--- config.mk ---
export PLATFORM = sky130hd
export DESIGN_NAME = arpeggiator_n
export DESIGN_NICKNAME = d
export VERILOG_FILES = /design/src/rtl/arp_pkg.sv /design/src/rtl/arpeggiator_n_next_key.sv /design/src/rtl/arpeggiator_n.sv
export SDC_FILE = /design/constraint.sdc
export NUM_CORES = 1
export LEC_CHECK = 0
export ABC_AREA = 1
export BUFFER_PORTS_ARGS = -buffer_cell sky130_fd_sc_hd__buf_2
export CELL_PAD_IN_SITES_DETAIL_PLACEMENT = 1
export CELL_PAD_IN_SITES_GLOBAL_PLACEMENT = 2
export CORE_MARGIN = 2
export CORE_UTILIZATION = 34
export CTS_CLUSTER_DIAMETER = 200
export DETAILED_ROUTE_END_ITERATION = 8
export MAX_ROUTING_LAYER = met4
export PLACE_DENSITY = 0.91
export SETUP_SLACK_MARGIN = 0.4
export SLEW_MARGIN = 0
export SYNTH_ARGS = -nofsm -noshare
export SYNTH_HDL_FRONTEND = slang
export SYNTH_HIERARCHICAL = 1
export SYNTH_SLANG_ARGS = --single-unit
--- constraint.sdc ---
create_clock -name CLK -period 5.5 [get_ports CLK]
set_clock_uncertainty 0.05 [all_clocks]
set_input_delay 0.275 -clock CLK [delete_from_list [all_inputs] [get_ports CLK]]
set_output_delay 0.275 -clock CLK [all_outputs]
set_load 0.03 [all_outputs]
--- src/rtl/arp_pkg.sv ---
// -----------------------------------------------------------------------------
// arp_pkg
// Shared types and helpers for the N-key arpeggiator.
//   arp_mode_t  : sequencing mode encoding (matches the 2-bit mode port)
//   arp_state_t : top-level FSM states
//   arp_dir_t   : ping-pong travel direction
//   key_sel_t   : result of a held-key search (found flag + index)
//   find_at_or_above / find_at_or_below : priority searches over a key vector
//   lfsr_next   : one step of the 16-bit random-mode LFSR
// -----------------------------------------------------------------------------
package arp_pkg;

    typedef enum logic [1:0] {
        MODE_UP       = 2'd0,
        MODE_DOWN     = 2'd1,
        MODE_PINGPONG = 2'd2,
        MODE_RANDOM   = 2'd3
    } arp_mode_t;

    typedef enum logic [1:0] {
        ST_BYPASS = 2'd0,
        ST_WAIT   = 2'd1,
        ST_PLAY   = 2'd2
    } arp_state_t;

    typedef enum logic {
        DIR_UP   = 1'b0,
        DIR_DOWN = 1'b1
    } arp_dir_t;

    // Searches always run over a 32-bit zero-extended key vector so one pair
    // of helpers serves every NUM_KEYS up to the supported maximum.
    localparam int MAX_KEYS = 32;

    // Fibonacci taps 16,14,13,11 in right-shift form: feedback is the XOR of
    // bits 0,2,3,5 and enters at bit 15.
    localparam logic [15:0] LFSR_TAPS = 16'h002D;

    typedef struct packed {
        logic       found;
        logic [4:0] idx;
    } key_sel_t;

    // Lowest set bit of keys whose index is >= start. A start beyond the top
    // key simply finds nothing.
    function automatic key_sel_t find_at_or_above(logic [MAX_KEYS-1:0] keys, int start);
        key_sel_t sel;
        sel = '0;
        // Scan downward so the last hit, i.e. the lowest index, wins.
        for (int i = MAX_KEYS - 1; i >= 0; i--) begin
            if (keys[i] && (i >= start)) begin
                sel.found = 1'b1;
                sel.idx   = 5'(i);
            end
        end
        return sel;
    endfunction

    // Highest set bit of keys whose index is <= start. A negative start finds
    // nothing.
    function automatic key_sel_t find_at_or_below(logic [MAX_KEYS-1:0] keys, int start);
        key_sel_t sel;
        sel = '0;
        for (int i = 0; i < MAX_KEYS; i++) begin
            if (keys[i] && (i <= start)) begin
                sel.found = 1'b1;
                sel.idx   = 5'(i);
            end
        end
        return sel;
    endfunction

    function automatic logic [15:0] lfsr_next(logic [15:0] q);
        return {^(q & LFSR_TAPS), q[15:1]};
    endfunction

endpackage

--- src/rtl/arpeggiator_n_next_key.sv ---
// -----------------------------------------------------------------------------
// arp_next_key
// Combinational successor logic: given the held keys and the current step,
// picks the key for the next step and the ping-pong direction after it.
// Ports:
//   keys_i      [NUM_KEYS-1:0] held-key vector
//   cur_idx_i   [IDX_W-1:0]    index of the current step's key
//   mode_i      [1:0]          arp_mode_t encoding
//   dir_i                      current ping-pong direction (arp_dir_t)
//   rnd_start_i [IDX_W-1:0]    random-mode search start (lfsr mod NUM_KEYS)
//   next_idx_o  [IDX_W-1:0]    key index for the next step
//   next_dir_o                 ping-pong direction after the step
// -----------------------------------------------------------------------------
module arp_next_key
    import arp_pkg::*;
#(
    parameter  int NUM_KEYS = 8,
    localparam int IDX_W    = $clog2(NUM_KEYS)
) (
    input  logic [NUM_KEYS-1:0] keys_i,
    input  logic [IDX_W-1:0]    cur_idx_i,
    input  logic [1:0]          mode_i,
    input  logic                dir_i,
    input  logic [IDX_W-1:0]    rnd_start_i,
    output logic [IDX_W-1:0]    next_idx_o,
    output logic                next_dir_o
);

    logic [MAX_KEYS-1:0] keys_ext;
    int                  cur_int;
    int                  rnd_int;
    key_sel_t            above_sel;
    key_sel_t            below_sel;
    key_sel_t            lowest_sel;
    key_sel_t            highest_sel;
    key_sel_t            rnd_sel;

    assign keys_ext = MAX_KEYS'(keys_i);
    assign cur_int  = int'(cur_idx_i);
    assign rnd_int  = int'(rnd_start_i);

    // Strictly above / strictly below the current key; cur_int - 1 may be -1,
    // which correctly yields "nothing below key 0".
    assign above_sel   = find_at_or_above(keys_ext, cur_int + 1);
    assign below_sel   = find_at_or_below(keys_ext, cur_int - 1);
    assign lowest_sel  = find_at_or_above(keys_ext, 0);
    assign highest_sel = find_at_or_below(keys_ext, MAX_KEYS - 1);
    assign rnd_sel     = find_at_or_above(keys_ext, rnd_int);

    always_comb begin
        // NOTE: every output gets a default before the case so no path
        // leaves it unassigned, which would otherwise infer a latch.
        next_idx_o = cur_idx_i;
        next_dir_o = dir_i;
        case (arp_mode_t'(mode_i))
            MODE_UP: begin
                if (above_sel.found)       next_idx_o = IDX_W'(above_sel.idx);
                else if (lowest_sel.found) next_idx_o = IDX_W'(lowest_sel.idx);
            end
            MODE_DOWN: begin
                if (below_sel.found)        next_idx_o = IDX_W'(below_sel.idx);
                else if (highest_sel.found) next_idx_o = IDX_W'(highest_sel.idx);
            end
            MODE_PINGPONG: begin
                // Continue in the current direction; bounce only when the end
                // is reached. A lone held key leaves index and dir untouched.
                if (dir_i == DIR_UP) begin
                    if (above_sel.found) begin
                        next_idx_o = IDX_W'(above_sel.idx);
                    end else if (below_sel.found) begin
                        next_idx_o = IDX_W'(below_sel.idx);
                        next_dir_o = DIR_DOWN;
                    end
                end else begin
                    if (below_sel.found) begin
                        next_idx_o = IDX_W'(below_sel.idx);
                    end else if (above_sel.found) begin
                        next_idx_o = IDX_W'(above_sel.idx);
                        next_dir_o = DIR_UP;
                    end
                end
            end
            MODE_RANDOM: begin
                // Independent of cur_idx, so the same key may repeat.
                if (rnd_sel.found)         next_idx_o = IDX_W'(rnd_sel.idx);
                else if (lowest_sel.found) next_idx_o = IDX_W'(lowest_sel.idx);
            end
            default: ;
        endcase
    end

endmodule

--- src/rtl/arpeggiator_n.sv ---
// -----------------------------------------------------------------------------
// arpeggiator_n
// N-key arpeggiator between the key scanner and the voice allocator. Plays the
// held keys one at a time (up / down / ping-pong / random) with programmable
// step and gate lengths, or passes keys straight through when disabled.
// Ports:
//   CLK                       system clock
//   RESET                     synchronous, active-high reset
//   enable                    1 = arpeggiate, 0 = bypass
//   mode       [1:0]          0 UP, 1 DOWN, 2 PINGPONG, 3 RANDOM
//   step_len   [CNT_W-1:0]    each step lasts step_len+1 cycles
//   gate_len   [CNT_W-1:0]    cycles per step during which the note sounds
//   keys_in    [NUM_KEYS-1:0] held-key vector
//   keys_out   [NUM_KEYS-1:0] registered key-on vector to the voices
//   cur_idx    [IDX_W-1:0]    index of the current step's key
//   step_pulse                one-cycle strobe on every step advance
// -----------------------------------------------------------------------------
module arpeggiator_n
    import arp_pkg::*;
#(
    parameter  int          NUM_KEYS  = 8,
    parameter  int          CNT_W     = 16,
    parameter  logic [15:0] LFSR_SEED = 16'hACE1,
    localparam int          IDX_W     = $clog2(NUM_KEYS)
) (
    input  logic                CLK,
    input  logic                RESET,
    input  logic                enable,
    input  logic [1:0]          mode,
    input  logic [CNT_W-1:0]    step_len,
    input  logic [CNT_W-1:0]    gate_len,
    input  logic [NUM_KEYS-1:0] keys_in,
    output logic [NUM_KEYS-1:0] keys_out,
    output logic [IDX_W-1:0]    cur_idx,
    output logic                step_pulse
);

    arp_state_t          state_q, state_d;
    logic [CNT_W-1:0]    cnt_q, cnt_d;
    arp_dir_t            dir_q, dir_d;
    logic [15:0]         lfsr_q;
    logic [IDX_W-1:0]    idx_q, idx_d;
    logic [NUM_KEYS-1:0] out_q, out_d;
    logic                pulse_q, pulse_d;

    logic                any_key;
    logic                advance;
    logic [IDX_W-1:0]    rnd_start;
    logic [IDX_W-1:0]    next_idx;
    logic                next_dir;
    logic [IDX_W-1:0]    first_idx;
    logic [MAX_KEYS-1:0] keys_ext;
    key_sel_t            first_sel;

    assign any_key   = |keys_in;
    assign keys_ext  = MAX_KEYS'(keys_in);
    assign rnd_start = IDX_W'(lfsr_q % 16'(NUM_KEYS));

    // ">=" rather than "==" so that shortening step_len below the running
    // count ends the step on the very next cycle; releasing the sounding key
    // also ends it immediately.
    assign advance = (cnt_q >= step_len) || !keys_in[idx_q];

    arp_next_key #(
        .NUM_KEYS (NUM_KEYS)
    ) u_next_key (
        .keys_i      (keys_in),
        .cur_idx_i   (idx_q),
        .mode_i      (mode),
        .dir_i       (dir_q),
        .rnd_start_i (rnd_start),
        .next_idx_o  (next_idx),
        .next_dir_o  (next_dir)
    );

    // Starting key when entering PLAY from BYPASS or WAIT.
    always_comb begin
        case (arp_mode_t'(mode))
            MODE_DOWN:   first_sel = find_at_or_below(keys_ext, MAX_KEYS - 1);
            MODE_RANDOM: begin
                first_sel = find_at_or_above(keys_ext, int'(rnd_start));
                if (!first_sel.found) first_sel = find_at_or_above(keys_ext, 0);
            end
            default:     first_sel = find_at_or_above(keys_ext, 0);
        endcase
        first_idx = first_sel.found ? IDX_W'(first_sel.idx) : '0;
    end

    // Next-state and output logic. Outputs are computed from the next-state
    // index and count so keys_out, cur_idx and step_pulse line up on the same
    // cycle after the register.
    always_comb begin
        state_d = state_q;
        cnt_d   = '0;
        dir_d   = dir_q;
        idx_d   = idx_q;
        pulse_d = 1'b0;
        out_d   = '0;

        if (!enable) begin
            state_d = ST_BYPASS;
            dir_d   = DIR_UP;
        end else if (!any_key) begin
            // Covers BYPASS, WAIT and PLAY alike: nothing held means silence.
            state_d = ST_WAIT;
        end else if (state_q != ST_PLAY) begin
            state_d = ST_PLAY;
            idx_d   = first_idx;
            pulse_d = 1'b1;
        end else if (advance) begin
            idx_d   = next_idx;
            dir_d   = arp_dir_t'(next_dir);
            pulse_d = 1'b1;
        end else begin
            cnt_d = (&cnt_q) ? cnt_q : cnt_q + CNT_W'(1);
        end

        if (state_d == ST_BYPASS) begin
            out_d = keys_in;
        end else if ((state_d == ST_PLAY) && (cnt_d < gate_len) && keys_in[idx_d]) begin
            out_d = NUM_KEYS'(1) << idx_d;
        end
    end

    always_ff @(posedge CLK) begin
        // NOTE: non-blocking assignments here so every register samples the
        // pre-edge values regardless of statement order.
        if (RESET) begin
            state_q <= ST_BYPASS;
            cnt_q   <= '0;
            dir_q   <= DIR_UP;
            lfsr_q  <= LFSR_SEED;
            idx_q   <= '0;
            out_q   <= '0;
            pulse_q <= 1'b0;
        end else begin
            state_q <= state_d;
            cnt_q   <= cnt_d;
            dir_q   <= dir_d;
            lfsr_q  <= lfsr_next(lfsr_q);
            idx_q   <= idx_d;
            out_q   <= out_d;
            pulse_q <= pulse_d;
        end
    end

    assign keys_out   = out_q;
    assign cur_idx    = idx_q;
    assign step_pulse = pulse_q;

endmodule

=== Word level (Yosys, flattened, before mapping) ===
Cells that the tools add are included.

* Output and inout port bits: 12
* Register bits after elaboration: 47
* Logic and storage cells: 170
* Input bits: 45

* Mux-type cells: 87
* Reduce and logical (&&, ||, !) cells: 36
* Order comparisons: 28
* Eq/ne operators: 5
* Bitwise logic cells: 3
* Add/subtract/negate cells: 3
* Shifts and indexed selects: 1

{| class="wikitable"
|+ Operators with widths
! cell !! number
|-
| 2-to-1 mux 6 bit || 49
|-
| greater-or-equal comparator 4 x 32 -> 1 bit, first input constant || 4
|-
| <= comparator 4 x 32 -> 1 bit, first input constant || 4
|-
| 2-to-1 mux 16 bit || 5
|-
| greater-or-equal comparator 3 x 32 -> 1 bit, first input constant || 2
|-
| <= comparator 3 x 32 -> 1 bit, first input constant || 2
|-
| 2-to-1 mux 3 bit || 15
|-
| greater-or-equal comparator 1 x 32 -> 1 bit, first input constant || 1
|-
| greater-or-equal comparator 2 x 32 -> 1 bit, first input constant || 1
|-
| <= comparator 1 x 32 -> 1 bit, first input constant || 1
|-
| <= comparator 2 x 32 -> 1 bit, first input constant || 1
|-
| logical AND 1 bit || 26
|-
| adder 16 x 1 -> 16 bit, second input constant || 1
|-
| greater-or-equal comparator 16 bit || 1
|-
| < comparator 16 bit || 1
|-
| 2-to-1 mux 8 bit || 2
|-
| AND reduction 16 bit || 1
|-
| XOR reduction 16 bit || 1
|-
| greater-or-equal comparator 3 bit, first input constant || 4
|-
| case mux 3 bit (4 select lines) || 1
|-
| case mux 6 bit (2 select lines) || 1
|-
| 2-to-1 mux 1 bit || 9
|-
| < comparator 3 x 4 -> 1 bit, second input constant || 2
|-
| OR reduction 8 bit || 1
|-
| 17 further kinds || 27
|}

=== Longest topological paths before layout ===
Gate-level depths: netlist of run 1.

* Depth in word-level cells: 24
* Depth in mapped cells: 29
* Mapped depth without buffers: 28

=== Cells and area by module ===
The synthesis of run 1 kept the hierarchy.

{| class="wikitable"
|+ By module, submodules not included
! module !! times used !! seq. area each (um2) !! area an instance (um2) !! cells each
|-
| arpeggiator_n || 1 || 940.9 || 3463.3 || 533
|-
| arp_next_key || 1 || 0.0 || 1132.3 || 224
|}

=== Least setup slack after synthesis of run 1 ===
Ideal clock, no wire load.

* Kind: register -> register
* Start point: register idx_q[1] (netlist: cur_idx[1])
* End point: register out_q[0] (netlist: keys_out[0])
* Cell stages (with the launch flop): 21
* Buffers on the path: 1
* Data arrival time: 3.202 ns
* Path slack: 2.178 ns
* Library setup time: 0.071 ns
* Data required time: 5.379 ns
* Clock period less this slack: 3.322 ns
* Path through: dfxtp_1 inv_1 nand3_1 nand2_1 nand2_1 nand2_1 nor2_2 nand2_1 nor2_1 inv_2 buf_1 nor2_1 ha_1 a21oi_1 nor2_1 a211oi_1 o221a_2 nand2_2 nor2_8 nand4_1 a21oi_1

* Elaborated cells on any way between the ends: 81
* Classes of those cells: add/sub: 2; order compare: 17; shift: 1; mux: 41; reduce/logical: 20

{| class="wikitable"
|+ RTL lines
! item !! line !! RTL
|-
| start: declaration || arpeggiator_n.sv:42 || <nowiki>logic [IDX_W-1:0] idx_q, idx_d;</nowiki>
|-
| start signal: assignment || arpeggiator_n.sv:141 || <nowiki>idx_q <= idx_d;</nowiki>
|-
| binary-select mux 1 bit (select 3 bit) || arpeggiator_n.sv:62 || <nowiki>assign advance = (cnt_q >= step_len) || !keys_in[idx_q];</nowiki>
|-
| 2-to-1 mux 1 bit (not written as such) || arpeggiator_n.sv:62 ||
|-
| logical NOT 1 bit || arpeggiator_n.sv:62 ||
|-
| logical OR 1 bit || arpeggiator_n.sv:62 ||
|-
| 2-to-1 mux 16 bit || arpeggiator_n.sv:110 || <nowiki>end else if (advance) begin</nowiki>
|-
| 2-to-1 mux 16 bit || arpeggiator_n.sv:106 || <nowiki>end else if (state_q != ST_PLAY) begin</nowiki>
|-
| 2-to-1 mux 16 bit || arpeggiator_n.sv:103 || <nowiki>end else if (!any_key) begin</nowiki>
|-
| 2-to-1 mux 16 bit || arpeggiator_n.sv:100 || <nowiki>if (!enable) begin</nowiki>
|-
| named net cnt_d[9] || arpeggiator_n.sv:39 || <nowiki>logic [CNT_W-1:0] cnt_q, cnt_d;</nowiki>
|-
| < comparator 16 bit || arpeggiator_n.sv:120 || <nowiki>end else if ((state_d == ST_PLAY) && (cnt_d < gate_len) && keys_in[idx_d]) begin</nowiki>
|-
| logical AND 1 bit (2 in a row) || arpeggiator_n.sv:120 ||
|-
| 2-to-1 mux 8 bit || arpeggiator_n.sv:120 ||
|-
| 2-to-1 mux 8 bit || arpeggiator_n.sv:118 || <nowiki>if (state_d == ST_BYPASS) begin</nowiki>
|-
| end signal: assignment || arpeggiator_n.sv:142 || <nowiki>out_q <= out_d;</nowiki>
|-
| end: declaration || arpeggiator_n.sv:43 || <nowiki>logic [NUM_KEYS-1:0] out_q, out_d;</nowiki>
|}

The timed path passes the listed nets, and every way through them passes these cells. The select of a mux whose other input is x is not followed.
A chain may end at the register's enable or synchronous reset.

=== Worst setup path after layout of run 1 ===
* Start point: register cnt_q[13]
* End point: register out_q[7] (netlist: keys_out[7])

* Longest elaborated chain between the ends: 11
* Elaborated cells on any way between the ends: 21
* Classes of those cells: add/sub: 1; order compare: 2; shift: 1; mux: 13; reduce/logical: 4

{| class="wikitable"
|+ RTL lines
! item !! line !! RTL
|-
| start: declaration || arpeggiator_n.sv:39 ||
|-
| start signal: assignment || arpeggiator_n.sv:138 || <nowiki>cnt_q <= cnt_d;</nowiki>
|-
| greater-or-equal comparator 16 bit or AND reduction 16 bit (tied branches) || arpeggiator_n.sv:62, arpeggiator_n.sv:115 ||
|-
| logical OR 1 bit or 2-to-1 mux 16 bit (tied branches) || arpeggiator_n.sv:62, arpeggiator_n.sv:115 ||
|-
| 2-to-1 mux 16 bit (*) || arpeggiator_n.sv:110 ||
|-
| 2-to-1 mux 16 bit (*) || arpeggiator_n.sv:106 ||
|-
| 2-to-1 mux 16 bit (*) || arpeggiator_n.sv:103 ||
|-
| 2-to-1 mux 16 bit (*) || arpeggiator_n.sv:100 ||
|-
| named net cnt_d[9] || arpeggiator_n.sv:39 ||
|-
| < comparator 16 bit (*) || arpeggiator_n.sv:120 ||
|-
| logical AND 1 bit (*) (2 in a row) || arpeggiator_n.sv:120 ||
|-
| 2-to-1 mux 8 bit (*) || arpeggiator_n.sv:120 ||
|-
| 2-to-1 mux 8 bit (*) || arpeggiator_n.sv:118 ||
|}

The timed path passes the listed nets; every way through them passes the cells marked *. The select of a mux whose other input is x is not followed.

==> run_results.csv, run 1 <==
group,metric,value,unit
layout,num_antenna_cells,0,
setup_path,crit_path_frequent_cell,"a21oi_1",
setup_path,cp_data_arrival_time,3.98,ns
synthesis,syn-num-nets,840,
outcome,status,"completed",
route,drc,0,
floorplan,rows,42,
synthesis,synthCells,757,
timing,finalHoldViolations,0,
timing,clock.fmax,262,MHz
power,p_leak,2.81,nW
setup_path,required,5.66,ns
synthesis,synthDistinctLibCells,48,
clock_tree,numCtsBuffers,5,
timing,period_share,0.695,
route,vias,4961,
hold_path,hold_depth,3,
route,viasPerCell,5.02,
timing,rsz0062_at_grt,"no",
timing,setup_slack,1.68,ns
route,drtIter0Drc,206,
floorplan,start_util,0.347,
power,ir_drop,0.000121,V
setup_path,worstPathCellList,"ha_1 > a21oi_1 > o21ai_0 > a21oi_1 > nand3_1 > nor2_2 > nand2_1 > nor2_1 > inv_2 > nor2_1 > ha_1 > a21oi_1 > nor2_1 > a211oi_1 > o221a_2 > nand2_2 > nor2_8 > nand4_1 > a21oi_1",
floorplan,die_x,120,microns
setup_path,r2r-end,"keys_out[7]",
grt,grt_pass1_vias,5232,
synthesis,seq_area_frac_synth,0.205,
run,maxCapViolCount,0,
placement,globalplace.congestion,0.862,
route,drtAntennaViolNets,0,
placement,port_buffers,56,
clock_tree,cts_tree,"built",
timing,setup_viol,0,
placement,dpl.hpwl,11.5,mm
grt,overflow,0,
grt,grt.total_usage,0.210,
setup_path,critPathMaxFanout,19,
layout,final_cell_mix,"nand2_1, inv_1, nor2_1, buf_2, nand3_1",
setup_path,cp_slowest_cell,"dfxtp_1",
placement,place_ws,1.65,ns
setup_path,max_stage_delay,0.48,ns
clock_tree,clk_latency,0.29,ns
synthesis,synth_ff_type,"dfxtp_1",
timing,slew_headroom,0.476,
clock_tree,clk_pin_slew,0.07,ns
clock_tree,ctsResizeCount,0,
timing,fin_worst_hold_slack,0.249,ns
grt,antenna_found_initial,0,
layout,drive_gt1_frac,0.165,
floorplan,io-pin-count,57,
grt,grt_max_degree,41,
floorplan,dieArea,14500,sq um
synthesis,ys_warn_count,6,
power,power_density,197,nW/um^2
clock_tree,cts.sinks,47,
synthesis,synth_area,4600,sq um
setup_path,rrSetupSlack,1.68,ns
hold_path,hp-start,"enable",
timing,fin_setup_tns,0,ns
clock_tree,clk_path_buf_depth,2,
timing,tightest_slew,0.785,ns
setup_path,critPathCaptureType,"flop",
route,wl_per_cell,14.4,microns
synthesis,synth_area_per_cell,6.07,sq um
synthesis,synth-seq-cells,47,
clock_tree,root_buffer,"clkbuf_16",
clock_tree,cts_setup_buffers,0,
layout,multi_input_area,3120,sq um
hold_path,hold_path_class,"input pin to flop",
setup_path,cpLargestDelayFamily,"compound AO/OA/AOI/OAI gates",
setup_path,r2r_start,"cnt_q[13]",
layout,final_common_cell,"nand2_1",
synthesis,ys_async_sr_fraction,0,
route,drt-total-wl,14.2,mm
layout,syn_to_final_growth,13.7,%
floorplan,coreArea,13200,sq um
synthesis,synth_edf_count,0,
hold_path,hold_end,"state_q[0]",
grt,grt_pass1_wl,24.3,mm
floorplan,die_h,120,microns
route,first_pass_iters,4,
clock_tree,htree_levels,2,
setup_path,worstSetupPathType,"flop to flop",
layout,final_util,0.394,
timing,final_max_slew_viol_count,0,
layout,register_area,941,sq um
layout,fillers,1854,
setup_path,start_kind,"flop",
clock_tree,cts_hold_buf,0,
timing,min_period,3.82,ns
setup_path,critical_path_buf_inv_count,1,
layout,finalNetCount,895,
setup_path,reg2reg_depth,19,
==> sequential cells by signal, summed over array words and instances, names as in the netlist <==
name	count
keys_out	8
cnt_q	16
lfsr_q	16
dir_q	1
cur_idx	3
step_pulse	1
state_q	2
==> metal layers <==
metal | track usage | routed length, microns
met5 | - | 0
met2 | 0.393 | 7360
met1 | 0.247 | 6270
met3 | 0.0245 | 511
met4 | 0.0262 | 97
==> Yosys cell counts, types with 4 or more instances <==
cell type	number	share of area
nor2_4	7	0.017
nor4_1	4	0.0054
nand3_2	4	0.0087
nand2_2	10	0.014
dfxtp_1	47	0.20
a21oi_2	4	0.0076
clkbuf_1	5	0.0041
nand3_1	49	0.053
ha_1	38	0.10
xor2_1	4	0.0076
inv_1	112	0.091
a21oi_1	38	0.041
o21ai_1	5	0.0054
or2_2	7	0.0095
o21ai_0	17	0.019
inv_2	18	0.015
nand2_4	4	0.0098
nor3_1	17	0.019
nor2_1	100	0.082
nand4_1	16	0.022
nand2_1	211	0.17
==> per-stage QoR <==
| stage | std cells | power [W] | instance area [sq um] |
|---|---|---|---|
| floorplan | 757 | 0.000596 | 4600 |
| global placement | 981 | 0.000678 | 5050 |
| detailed placement | 981 | 0.000688 | 5050 |
| CTS | 989 | 0.00104 | 5220 |
| global route | 989 | 0.00110 | 5220 |
| finish | 989 | 0.00103 | 5220 |
==> tightest hold or removal path: stages <==
cell and delay (ns):
buf_2 0.11, nand2_1 0.10, nor2_1 0.06
==> cell type report <==
| cell class | count | share of cell area |
|---|---|---|
| multi-input combinational | 571 | 0.597 |
| inverter | 131 | 0.0946 |
| timing repair buffer | 56 | 0.0537 |
| tap | 176 | 0.0422 |
| clock buffer | 5 | 0.0240 |
| sequential | 47 | 0.180 |
| clock inverter | 3 | 0.00838 |
==> logic make-up (layout without fill, tap and decap cells) <==
family          count (synthesis)  count (layout)  synth area share
compound gates                 84              84             0.111
xor+xnor                        7               7            0.0133
fa+ha+maj                      38              38             0.103
buf+inv                       139             195             0.117
flops                          47              47             0.205
mux                             1               1           0.00218
simple gates                  441             441             0.449
==> power breakdown <==
part / internal, W / total (W) / switching, W
Sequential: 0.000354 / 0.000369 / 0.0000151
Combinational: 0.0000998 / 0.000312 / 0.000212
Clock: 0.000215 / 0.000350 / 0.000136
Total: 0.000668 / 0.00103 / 0.000363
==> how the worst max path moves through the flow <==
stage / startpoint / end / slack [ns] / cells past startpoint
2_1_floorplan: cur_idx[1] / keys_out[0] / 2.18 / 20
3_3_place_gp: cnt_q[13] / keys_out[3] / 1.86 / 19
3_5_place_dp: cnt_q[13] / keys_out[7] / 1.65 / 19
4_1_cts: cnt_q[13] / keys_out[7] / 1.62 / 19
5_1_grt: cnt_q[13] / keys_out[5] / 1.22 / 21
6_report: cnt_q[13] / keys_out[7] / 1.68 / 19
Note: power is estimated with default switching activity, not from simulation.
==> run 2, diff against run 1 <==
--- a/config.mk
+++ b/config.mk
@@ -10,11 +10,11 @@
 export CELL_PAD_IN_SITES_DETAIL_PLACEMENT = 1
 export CELL_PAD_IN_SITES_GLOBAL_PLACEMENT = 2
 export CORE_MARGIN = 2
-export CORE_UTILIZATION = 34
+export CORE_UTILIZATION = 31
 export CTS_CLUSTER_DIAMETER = 200
 export DETAILED_ROUTE_END_ITERATION = 8
 export MAX_ROUTING_LAYER = met4
-export PLACE_DENSITY = 0.91
+export PLACE_DENSITY = 0.84
 export SETUP_SLACK_MARGIN = 0.4
 export SLEW_MARGIN = 0
 export SYNTH_ARGS = -nofsm -noshare
==> constraint.sdc (replaced) <==
create_clock -name CLK -period 3.9 [get_ports CLK]
set_clock_uncertainty 0.05 [all_clocks]
set_input_delay 0.195 -clock CLK [delete_from_list [all_inputs] [get_ports CLK]]
set_output_delay 0.195 -clock CLK [all_outputs]
set_load 0.03 [all_outputs]
==> run_results.csv, run 2 (synthesis results as in run 1) <==
group,metric,value,unit
outcome,status,"completed",
floorplan,rows,44,
timing,period_share,0.863,
run,maxCapViolCount,0,
route,first_pass_iters,4,
clock_tree,clk_path_buf_depth,2,
setup_path,r2r-end,"keys_out[4]",
clock_tree,clk_pin_slew,0.07,ns
grt,overflow,0,
floorplan,start_util,0.316,
placement,place_area,5090,sq um
route,drtIter0Drc,216,
layout,design_area,5790,sq um
hold_path,hp-start,"keys_in[7]",
layout,syn_to_final_growth,26.0,%
floorplan,coreArea,14500,sq um
timing,min_period,3.37,ns
setup_path,rrSetupSlack,0.53,ns
setup_path,reg2reg_depth,19,
timing,setup_slack,0.535,ns
floorplan,die_h,126,microns
setup_path,cp_slowest_cell,"dfxtp_2",
layout,final_cell_mix,"nand2_1, inv_1, nor2_1, buf_2, nand3_1",
grt,antenna_found_initial,0,
power,power_density,272,nW/um^2
route,wl_per_cell,14.8,microns
setup_path,r2r_start,"cnt_q[15]",
layout,final_common_cell,"nand2_1",
clock_tree,cts_tree,"built",
timing,clock.fmax,297,MHz
setup_path,worstSetupPathType,"flop to flop",
grt,grt_pass1_wl,23.6,mm
timing,rsz0062_at_grt,"no",
clock_tree,numCtsBuffers,5,
setup_path,max_stage_delay,0.40,ns
route,viasPerCell,4.88,
timing,finalHoldViolations,0,
clock_tree,root_buffer,"clkbuf_16",
layout,drive_gt1_frac,0.265,
floorplan,io-pin-count,57,
layout,final_util,0.398,
setup_path,critPathMaxFanout,8,
clock_tree,cts.sinks,47,
layout,finalNetCount,917,
setup_path,cp_data_arrival_time,3.53,ns
grt,grt_pass1_vias,4983,
setup_path,critPathCaptureType,"flop",
route,drt-total-wl,15.0,mm
floorplan,dieArea,15800,sq um
timing,fin_setup_tns,0,ns
placement,place_ws,0.128,ns
setup_path,required,4.07,ns
setup_path,worstPathCellList,"ha_4 > a21oi_1 > o21ai_1 > a21oi_2 > nand3_2 > nor2_4 > nand2_4 > nor2_4 > clkinv_4 > nor2_2 > ha_1 > nand2_1 > nor2_1 > a211oi_2 > o221a_2 > nand2_4 > nor2_8 > nand4_1 > a21oi_2",
clock_tree,cts_hold_buf,0,
placement,port_buffers,56,
hold_path,hold_depth,3,
timing,setup_viol,0,
clock_tree,htree_levels,2,
setup_path,critical_path_buf_inv_count,1,
layout,num_antenna_cells,0,
power,p_leak,2.98,nW
placement,dpl.hpwl,11.5,mm
power,ir_drop,0.000180,V
grt,grt_max_degree,41,
clock_tree,clk_latency,0.29,ns
floorplan,die_x,126,microns
route,vias,4970,
timing,slew_headroom,0.513,
timing,final_max_slew_viol_count,0,
setup_path,cpLargestDelayFamily,"simple AND/OR/NAND/NOR gates",
timing,tightest_slew,0.730,ns
grt,grt.total_usage,0.184,
hold_path,hold_end,"keys_out[7]",
hold_path,hold_path_class,"input pin to flop",
placement,globalplace.congestion,0.860,
layout,fillers,1934,
setup_path,start_kind,"flop",
route,drc,0,
route,drtAntennaViolNets,0,
==> run 2: cell types whose count changed in the layout (fill, tap and decap cells not counted), sizes merged <==
cell and delta:
bufinv +1, clkinv -1, clkinvlp +1, inv -1, buf +22
==> run 2: how the worst max path moves through the flow <==
stage	slack, ns	cells past startpoint	start	endpoint
after global placement	0.42	21	cnt_q[9]	keys_out[3]
after global routing	0.30	19	cnt_q[1]	keys_out[4]
after detailed placement	0.13	19	cnt_q[13]	keys_out[6]
after CTS	0.41	21	cnt_q[9]	keys_out[6]
after floorplan	0.58	20	cur_idx[1]	keys_out[0]
final	0.53	19	cnt_q[15]	keys_out[4]
==> run 2: repair_timing <==
item,4_1_cts,5_1_grt
endpoints found under the setup margin,8,8
pin swaps,1,28
resized for setup,11,76
setup buffers,1,17
==> run 2: area by class of cell <==
cell class                 instances  area, sq um  area share
multi-input combinational        571         3440       0.595
sequential                        47          973       0.168
inverter                         131          502      0.0866
timing repair buffer              78          449      0.0776
tap                              184          230      0.0398
clock buffer                       5          125      0.0216
clock inverter                     3         67.6      0.0117
==> run 2: worst register-to-register path: stages, from the launching register on <==
cell,delay (ns)
dfxtp_2,0.40
ha_4,0.23
a21oi_1,0.16
o21ai_1,0.11
a21oi_2,0.18
nand3_2,0.12
nor2_4,0.14
nand2_4,0.09
nor2_4,0.17
clkinv_4,0.12
nor2_2,0.13
ha_1,0.25
nand2_1,0.09
nor2_1,0.06
a211oi_2,0.22
o221a_2,0.25
nand2_4,0.08
nor2_8,0.16
nand4_1,0.12
a21oi_2,0.16
==> run 2: metal layers <==
| metal | vias to the layer above | share of wire | track usage |
|---|---|---|---|
| li1 | 2555 | - | - |
| met1 | 2325 | 0.46 | 0.227 |
| met2 | 72 | 0.50 | 0.327 |
| met3 | 18 | 0.026 | 0.0195 |
| met4 | 0 | 0.015 | 0.0381 |
| met5 | - | 0 | - |
==> run 2: per-stage QoR <==
stage	hold slack [ns]	std cells	total power, W
after global placement	0.341	993	0.000964
after floorplan	0.257	757	0.000840
final	0.179	1019	0.00157
after global routing	0.193	1019	0.00167
after CTS	0.184	1002	0.00155
after detailed placement	0.347	993	0.000977
==> run 2: where the power goes <==
group / switching [W] / total [W] / internal (W) / leakage, nW
logic: 0.000323 / 0.000492 / 0.000169 / 2.49
registers: 0.0000168 / 0.000514 / 0.000497 / 0.395
clock network: 0.000199 / 0.000566 / 0.000368 / 0.0900
total: 0.000539 / 0.00157 / 0.00103 / 2.98
